<file path="src/rtl/f2_irq_pkg.sv">
// Shared types and helpers for the Taito F2 68000 interrupt controller.
package f2_irq_pkg;

    typedef logic [2:0] ipl_t;

    localparam logic [2:0] FC_IACK  = 3'b111;
    localparam ipl_t       IPL_NONE = 3'b111;

    // Highest IPL among flagged sources; levels packed 3 bits per source, index 0 = LSB.
    function automatic ipl_t max_level(input logic [15:0] eligible, input logic [47:0] levels);
        ipl_t best;
        best = '0;
        for (int i = 0; i < 16; i++) begin
            if (eligible[i] && (levels[3*i +: 3] > best)) begin
                best = levels[3*i +: 3];
            end
        end
        return best;
    endfunction

endpackage

</file>
<file path="src/rtl/m68k_irq_ctrl_if.sv">
// 68000 interrupt-side bus: function code, IACK address/strobes, IPL and autovector lines.
interface m68k_irq_ctrl_if;
    import f2_irq_pkg::*;

    logic [2:0] cpu_fc;
    logic [2:0] cpu_addr;
    logic       cpu_as_n;
    logic       cpu_lds_n;
    ipl_t       ipl_n;
    logic       vpa_n;
    logic       iack_n;

    modport master (
        output cpu_fc, cpu_addr, cpu_as_n, cpu_lds_n,
        input  ipl_n, vpa_n, iack_n
    );

    modport slave (
        input  cpu_fc, cpu_addr, cpu_as_n, cpu_lds_n,
        output ipl_n, vpa_n, iack_n
    );

endinterface

</file>
<file path="src/rtl/irq_src_det.sv">
// One interrupt source: optional input synchroniser, edge/level decode and pending flop.
module irq_src_det #(
    parameter int unsigned SYNC_STAGES = 0,
    parameter logic        SRC_EDGE    = 1'b1,
    parameter logic        SRC_POL     = 1'b1
) (
    input  logic clk,
    input  logic reset_n,
    input  logic primed,
    input  logic src_in,
    input  logic sw_clear,
    input  logic iack_clr,
    output logic pending
);

    logic s;
    logic prev_q, prev_d;
    logic pending_q, pending_d;
    logic evt;

    if (SYNC_STAGES == 0) begin : g_direct
        assign s = src_in;
    end else begin : g_sync
        logic [SYNC_STAGES-1:0] sync_q, sync_d;

        always_comb begin
            sync_d = SYNC_STAGES'({sync_q, src_in});
        end

        always_ff @(posedge clk or negedge reset_n) begin
            if (!reset_n) begin
                sync_q <= '0;
            end else begin
                sync_q <= sync_d;
            end
        end

        assign s = sync_q[SYNC_STAGES-1];
    end

    always_comb begin
        prev_d = s;
        evt    = primed & (SRC_POL ? (s & ~prev_q) : (~s & prev_q));
        // A new event beats any clear landing in the same cycle.
        if (SRC_EDGE) begin
            pending_d = evt | (pending_q & ~(sw_clear | iack_clr));
        end else begin
            pending_d = (s == SRC_POL);
        end
    end

    always_ff @(posedge clk or negedge reset_n) begin
        if (!reset_n) begin
            prev_q    <= 1'b0;
            pending_q <= 1'b0;
        end else begin
            prev_q    <= prev_d;
            pending_q <= pending_d;
        end
    end

    assign pending = pending_q;

endmodule

</file>
<file path="src/rtl/m68k_irq_ctrl.sv">
// Parametrised 68000 interrupt controller: per-source detect, masking, IPL encode, autovector IACK.
module m68k_irq_ctrl
    import f2_irq_pkg::*;
#(
    parameter int unsigned          N_SRC       = 4,
    parameter logic [3*N_SRC-1:0]   SRC_LEVEL   = {3'd7, 3'd6, 3'd5, 3'd5},
    parameter logic [N_SRC-1:0]     SRC_EDGE    = '1,
    parameter logic [N_SRC-1:0]     SRC_POL     = '1,
    parameter int unsigned          SYNC_STAGES = 0
) (
    input  logic             clk,
    input  logic             reset_n,
    input  logic [N_SRC-1:0] src_in,
    input  logic [N_SRC-1:0] src_mask,
    input  logic [N_SRC-1:0] sw_clear,
    m68k_irq_ctrl_if.slave   bus,
    output logic [N_SRC-1:0] pending,
    output ipl_t             active_level
);

    logic             primed_q, primed_d;
    logic             iack_d_q, iack_d_d;
    ipl_t             ipl_n_q, ipl_n_d;
    logic             iack, iack_rise;
    logic [N_SRC-1:0] eligible;
    logic [N_SRC-1:0] clr_sel;

    assign iack = (bus.cpu_fc == FC_IACK) & ~bus.cpu_as_n & ~bus.cpu_lds_n;

    always_comb begin
        primed_d  = 1'b1;
        iack_d_d  = iack;
        iack_rise = iack & ~iack_d_q;
        eligible  = '0;
        clr_sel   = '0;
        for (int i = 0; i < int'(N_SRC); i++) begin
            eligible[i] = pending[i] & src_mask[i] & (SRC_LEVEL[3*i +: 3] != 3'd0);
        end
        // Walk downward so the lowest matching index is the one left selected.
        if (iack_rise) begin
            for (int i = int'(N_SRC) - 1; i >= 0; i--) begin
                if (eligible[i] && SRC_EDGE[i] && (SRC_LEVEL[3*i +: 3] == bus.cpu_addr)) begin
                    clr_sel    = '0;
                    clr_sel[i] = 1'b1;
                end
            end
        end
        ipl_n_d = ~max_level(16'(eligible), 48'(SRC_LEVEL));
    end

    always_ff @(posedge clk or negedge reset_n) begin
        if (!reset_n) begin
            primed_q <= 1'b0;
            iack_d_q <= 1'b0;
            ipl_n_q  <= IPL_NONE;
        end else begin
            primed_q <= primed_d;
            iack_d_q <= iack_d_d;
            ipl_n_q  <= ipl_n_d;
        end
    end

    for (genvar i = 0; i < int'(N_SRC); i++) begin : g_src
        irq_src_det #(
            .SYNC_STAGES(SYNC_STAGES),
            .SRC_EDGE   (SRC_EDGE[i]),
            .SRC_POL    (SRC_POL[i])
        ) u_det (
            .clk     (clk),
            .reset_n (reset_n),
            .primed  (primed_q),
            .src_in  (src_in[i]),
            .sw_clear(sw_clear[i]),
            .iack_clr(clr_sel[i]),
            .pending (pending[i])
        );
    end

    assign bus.ipl_n    = ipl_n_q;
    assign bus.vpa_n    = ~iack;
    assign bus.iack_n   = ~iack;
    assign active_level = ~ipl_n_q;

endmodule

</file>
<file path="src/flat_wrapper.sv">
// flat-port wrapper written by rule: the top's interface ports become plain ports
module m68k_irq_ctrl_flat import f2_irq_pkg::*;
#(
    parameter int unsigned          N_SRC       = 4,
    parameter logic [3*N_SRC-1:0]   SRC_LEVEL   = {3'd7, 3'd6, 3'd5, 3'd5},
    parameter logic [N_SRC-1:0]     SRC_EDGE    = '1,
    parameter logic [N_SRC-1:0]     SRC_POL     = '1,
    parameter int unsigned          SYNC_STAGES = 0
)
  (clk, reset_n, src_in, src_mask, sw_clear, pending, active_level, bus_cpu_fc, bus_cpu_addr, bus_cpu_as_n, bus_cpu_lds_n, bus_ipl_n, bus_vpa_n, bus_iack_n);
  m68k_irq_ctrl_if bus_i ();
  input  logic clk;
  input  logic reset_n;
  input  logic [N_SRC-1:0] src_in;
  input  logic [N_SRC-1:0] src_mask;
  input  logic [N_SRC-1:0] sw_clear;
  output logic [N_SRC-1:0] pending;
  output ipl_t active_level;
  input wire logic [$bits(bus_i.cpu_fc)-1:0] bus_cpu_fc;
  input wire logic [$bits(bus_i.cpu_addr)-1:0] bus_cpu_addr;
  input wire logic [$bits(bus_i.cpu_as_n)-1:0] bus_cpu_as_n;
  input wire logic [$bits(bus_i.cpu_lds_n)-1:0] bus_cpu_lds_n;
  output wire logic [$bits(bus_i.ipl_n)-1:0] bus_ipl_n;
  output wire logic [$bits(bus_i.vpa_n)-1:0] bus_vpa_n;
  output wire logic [$bits(bus_i.iack_n)-1:0] bus_iack_n;
  assign bus_i.cpu_fc = bus_cpu_fc;
  assign bus_i.cpu_addr = bus_cpu_addr;
  assign bus_i.cpu_as_n = bus_cpu_as_n;
  assign bus_i.cpu_lds_n = bus_cpu_lds_n;
  assign bus_ipl_n = bus_i.ipl_n;
  assign bus_vpa_n = bus_i.vpa_n;
  assign bus_iack_n = bus_i.iack_n;
  m68k_irq_ctrl #(.N_SRC(N_SRC), .SRC_LEVEL(SRC_LEVEL), .SRC_EDGE(SRC_EDGE), .SRC_POL(SRC_POL), .SYNC_STAGES(SYNC_STAGES)) u_core (.clk(clk), .reset_n(reset_n), .src_in(src_in), .src_mask(src_mask), .sw_clear(sw_clear), .bus(bus_i), .pending(pending), .active_level(active_level));
endmodule
</file>
<file path="config.mk">
export PLATFORM = sky130hd
export DESIGN_NAME = m68k_irq_ctrl_flat
export DESIGN_NICKNAME = d
export VERILOG_FILES = /design/src/rtl/f2_irq_pkg.sv /design/src/rtl/m68k_irq_ctrl_if.sv /design/src/rtl/irq_src_det.sv /design/src/rtl/m68k_irq_ctrl.sv /design/src/flat_wrapper.sv
export SDC_FILE = /design/constraint.sdc
export NUM_CORES = 1
export LEC_CHECK = 0
export ABC_AREA = 1
export BUFFER_PORTS_ARGS = -buffer_cell sky130_fd_sc_hd__buf_2
export CORE_MARGIN = 3
export CORE_UTILIZATION = 40
export DETAILED_ROUTE_END_ITERATION = 10
export GPL_TIMING_DRIVEN = 0
export PLACE_DENSITY = 0.75
export SETUP_SLACK_MARGIN = 0.5
export SYNTH_ARGS = -nofsm -noshare
export SYNTH_HDL_FRONTEND = slang
export SYNTH_HIERARCHICAL = 1
export SYNTH_SLANG_ARGS = --single-unit
</file>
<file path="constraint.sdc">
create_clock -name clk -period 1.05 [get_ports clk]
set_clock_uncertainty 0.05 [all_clocks]
set_input_delay 0.21 -clock clk [delete_from_list [all_inputs] [get_ports clk]]
set_output_delay 0.21 -clock clk [all_outputs]
set_load 0.05 [all_outputs]
</file>
Word-level counts from Yosys, hierarchy flattened
Index checks and enable logic that the tools add are counted.
Operators by class
  equal/unequal tests: 4
  bitwise gates (word level): 41
  muxes and demuxes: 9
  magnitude comparators: 3
  reductions and logical operators: 7
Operators by type and width (number)
  $mux 4: 5
  $and 1x1->1: 19
  $mux 3: 4
  $not 1->1: 12
  $eq 3x3->1 const A: 3
  $gt 3x3->1 const A: 3
  $or 1x1->1: 8
  $logic_and 1x1->1: 7
  $not 3->3: 2
  $eq 3x3->1 const B: 1
Word-level totals
  output and inout bits: 12
  register bits after elaboration: 13
  input bits: 22
  word-level logic and storage cells: 75

Depth between registers and ports, before layout
  depth after elaboration: 12
  gate-level depth with buffers: 8
  mapped depth without buffers: 8

Cells and area by module
Netlist, hierarchy kept.
By module, submodules not included
  m68k_irq_ctrl: cells each 43, area an instance 292.8 um^2, instances 1, seq. area each 128.9 um^2
  irq_src_det: cells each 7, area an instance 70.1 um^2, instances 4, seq. area each 50.0 um^2

Worst setup path after synthesis
OpenSTA, ideal clock, no wires.
  kind: flip-flop to flip-flop
  start point: register u_core.g_src[3].u_det.pending_q
  end point: register u_core.g_src[3].u_det.pending_q
  data arrival time: 1.130 ns
  clock period less this slack: 1.299 ns
  path slack: -0.249 ns
  library setup time: 0.119 ns
  path buffers: 0
  data required time: 0.881 ns
  stages on the path, launching flop included: 8
  cell sequence: dfrtp_1 -> nand2_1 -> nor2_1 -> nand2_1 -> nor2_1 -> nor2_1 -> nand2_1 -> nand2_1
On the way
  word-level cells in the longest chain between the ends: 11
Ends and longest elaborated chain
  start, declared: RTL line irq_src_det.sv:18  | logic pending_q, pending_d;
  start signal, assigned: RTL line irq_src_det.sv:58  | pending_q <= pending_d;
  $and 1x1->1: RTL line m68k_irq_ctrl.sv:37  | eligible[i] = pending[i] & src_mask[i] & (SRC_LEVEL[3*i +: 3] != 3'd0);
  $logic_and 1x1->1: RTL line m68k_irq_ctrl.sv:42  | if (eligible[i] && SRC_EDGE[i] && (SRC_LEVEL[3*i +: 3] == bus.cpu_addr)) begin
  $mux 4 (4 in a row): RTL line m68k_irq_ctrl.sv:42
  $mux 4: RTL line m68k_irq_ctrl.sv:40  | if (iack_rise) begin
  via u_core.clr_sel[3]: RTL line m68k_irq_ctrl.sv:26  | logic [N_SRC-1:0] clr_sel;
  $or 1x1->1: RTL line irq_src_det.sv:46  | pending_d = evt | (pending_q & ~(sw_clear | iack_clr));
  $not 1->1: RTL line irq_src_det.sv:46
  $and 1x1->1: RTL line irq_src_det.sv:46
  $or 1x1->1: RTL line irq_src_det.sv:46
  via u_core.g_src[3].u_det.pending_d: RTL line irq_src_det.sv:18
The timed path passes the listed nets, and every way through them passes these cells.

Final worst setup path
  start point: register u_core.ipl_n_q[1], in the netlist u_core/bus.ipl_n[1]
  end point: output port active_level[1]
On the way
  word-level cells in the longest chain between the ends: 1
Ends and longest elaborated chain
  start, declared: RTL line m68k_irq_ctrl.sv:23  | ipl_t ipl_n_q, ipl_n_d;
  start signal, assigned: RTL line m68k_irq_ctrl.sv:59  | ipl_n_q <= ipl_n_d;
  $not 3->3: RTL line m68k_irq_ctrl.sv:82  | assign active_level = ~ipl_n_q;
  end, declared: RTL line flat_wrapper.sv:18  | output ipl_t active_level;
No other way between the ends.

==> flow_summary.yaml <==
power:
  power_density_nw_per_um2: 1220
  p_leak_nw: 0.582
  p_total_mw: 1.32
  vdd_drop_max_mv: 0.848
logic_synthesis:
  yosys.area.top_type_share_pct: 43.7
  synth.net_count: 93
  synthCells: 71
  yosysSeqAreaShare_pct: 57.4
  ys.flop_type: "dfrtp_1"
  yosys.area_share.simple_pct: 30.8
  synth-seq-cells: 13
  post_synth.cell_area_avg_um2: 8.07
  synth.area.mux_share_pct: 0
  yosysTopAreaCell: "dfrtp_1"
  synth.distinct_cells: 11
  async_flop_share_pct: 100
  synth_warnings: 6
  synth_most_common_cell: "nand2_1"
  synth_xor_area_share_pct: 0
  synth_top_family_by_area: "simple AND/OR/NAND/NOR gates"
  synth_compound_area_share_pct: 1.31
  synth_adder_area_share_pct: 0
  ys_top_cells_by_count: "nand2_1 (22), inv_1 (13), nor2_1 (12)"
  synth-edff-count: 0
  netlist_area_um2: 573
  synth.area.top_cells: "dfrtp_1 (44%), nand2_1 (14%), dfstp_2 (14%), inv_1 (8.5%), nor2_1 (7.9%)"
drt:
  drt_iter0_markers: 8
  via_per_inst: 4.50
  drt-wirelength-per-cell_um: 12.8
  wirelength_um: 1710
  firstDrtPassIters: 4
  final_antenna_net_count: 0
  vias: 598
  drc: 0
worst_setup_path:
  arrival_ps: 1000
  slowest_delay_ps: 560
  crit_chain: "inv_2, buf_6"
  crit_family: "flip-flops"
  crit_required_ps: 790
  worstSetupPathType: "flop to output port"
  critPathMaxFanout: 2
  worstSetupEndpointType: "output port"
  cp_slowest_cell: "dfstp_2"
  startpoint_type: "flop"
  cp.buffers_inverters: 2
global_routing:
  antenna_found_initial: 0
  track_usage_pct: 18.5
  grt_max_degree: 14
  grt_pass1_wl_um: 2590
  grt_overflow_total: 0
  grt_pass1_vias: 634
floorplan:
  die_x_um: 43.9
  die-area_um2: 1920
  num_rows: 13
  pin_count: 34
  dieHeight_um: 43.9
  coreArea_um2: 1320
  initial_core_util_pct: 43.5
placement:
  io_buffers: 33
  gp_congestion: 0.685
  place_hpwl_um: 1050
  dp.cells: 119
layout:
  n_fill_cell: 72
  finish.utilization_pct: 82.0
  drive_above_1_share_pct: 66.1
  nets: 141
  fin_cells: 133
  register_area_um2: 334
  diodes: 0
  area_growth_pct: 88.4
  multiInputGateArea_um2: 270
timing:
  final-hold-violation-count: 10
  rsz0062_at_grt: "yes"
  max_freq_mhz: 794
  setup_violations: 12
  slew_viol_final: 0
  post-route-period-util_pct: 120
  period_minus_slack_ps: 1260
  hold_slack_ps: -237
  setup_ws_ps: -209
cts:
  cts_buffers: 3
  cts_sinks: 13
  clk_pin_slew_ps: 80
  root_buffer: "clkbuf_4"
  ctsHtreeMaxLevel: 1
  cts_max_path_buffers: 2
  tritoncts: "yes"
  clkLatencyLatePin_ps: 270
outcome:
  status: "finished, violations left"
  violations: "hold timing, setup timing"
job:
  maxCapViolations: 0
hold_path:
  hold_path.class: "input pin to async pin"
-- worst paths after layout --
| path | from | end | slack, ps | depth (start not counted) |
|---|---|---|---|---|
| setup / recovery | u_core/bus.ipl_n[1] | active_level[1] | -210 | 2 |
| hold / removal | reset_n | u_core/iack_d_q | -240 | 1 |
| setup reg to reg | u_core/g_src[0].u_det/pending | u_core/g_src[1].u_det/pending | -40 | 8 |
| hold reg to reg | u_core/g_src[3].u_det/prev_q | u_core/g_src[3].u_det/pending | 440 | 3 |
| max in group asynchronous | reset_n | u_core/bus.ipl_n[2] | 910 | 1 |
| min in group clk | src_in[3] | u_core/g_src[3].u_det/prev_q | 10 | 1 |
-- layer usage --
layer,part of all wire (%),vias up,track usage [%]
met3,3.5,2,3.73
met1,36,280,18.9
met2,60,17,35.8
li1,-,299,-
met5,0,-,0
met4,0.70,0,7.23
-- layout make-up --
cell class	count	share of cell area (%)
plain buffers	1	1.39
clock buffers	4	2.43
inverters	13	4.52
multi-input cells	44	25.0
flip-flops and latches	13	30.9
well taps	15	1.74
repair buffers	43	34.0
-- through the flow --
stage	area, µm²	setup WS (ps)	TNS (ps)
2_1_floorplan	624	-151	-673
3_3_place_gp	808	-123	-242
3_5_place_dp	808	-133	-345
4_1_cts	1030	-209	-1550
5_1_grt	1080	-253	-2060
6_report	1080	-209	-1460
-- cells by family (layout without fill, tap and decap cells) --
logic type / count (synthesis) / after routing
AND/OR/NAND/NOR: 42 / 42
other: 1 / 1
buffers and inverters: 14 / 61
AO/OA/AOI/OAI: 1 / 1
flip-flops: 13 / 13
-- power breakdown --
group          switching (mW)  total, mW  internal (mW)
combinational           0.262      0.443          0.181
clock                   0.155      0.302          0.147
sequential             0.0291      0.578          0.549
total                   0.446       1.32          0.877
-- state kept, by name, indices dropped and copies added (netlist names) --
register / cells
u_core/g_src.u_det/pending: 4
u_core/g_src.u_det/prev_q: 4
u_core/bus.ipl_n: 3
u_core/iack_d_q: 1
u_core/primed_q: 1
-- cells in the final DEF (no fill, tap or decap), drive strengths merged --
cell type and count:
clkbuf 4, buf 44, nor2 15, inv 13, nand3 5, nand2 22, dfrtp 10, dfstp 3
conb 1, a21boi 1
-- what timing repair did --
item | in CTS | in global routing
gates cloned | 0 | 0
endpoints found under the setup margin | 19 | 19
setup buffers | 8 | 2
endpoints found under the hold margin | 10 | 11
pin swaps | 11 | 8
gates resized for setup | 42 | 13
No activity file was read; power rests on OpenSTA's default activity.
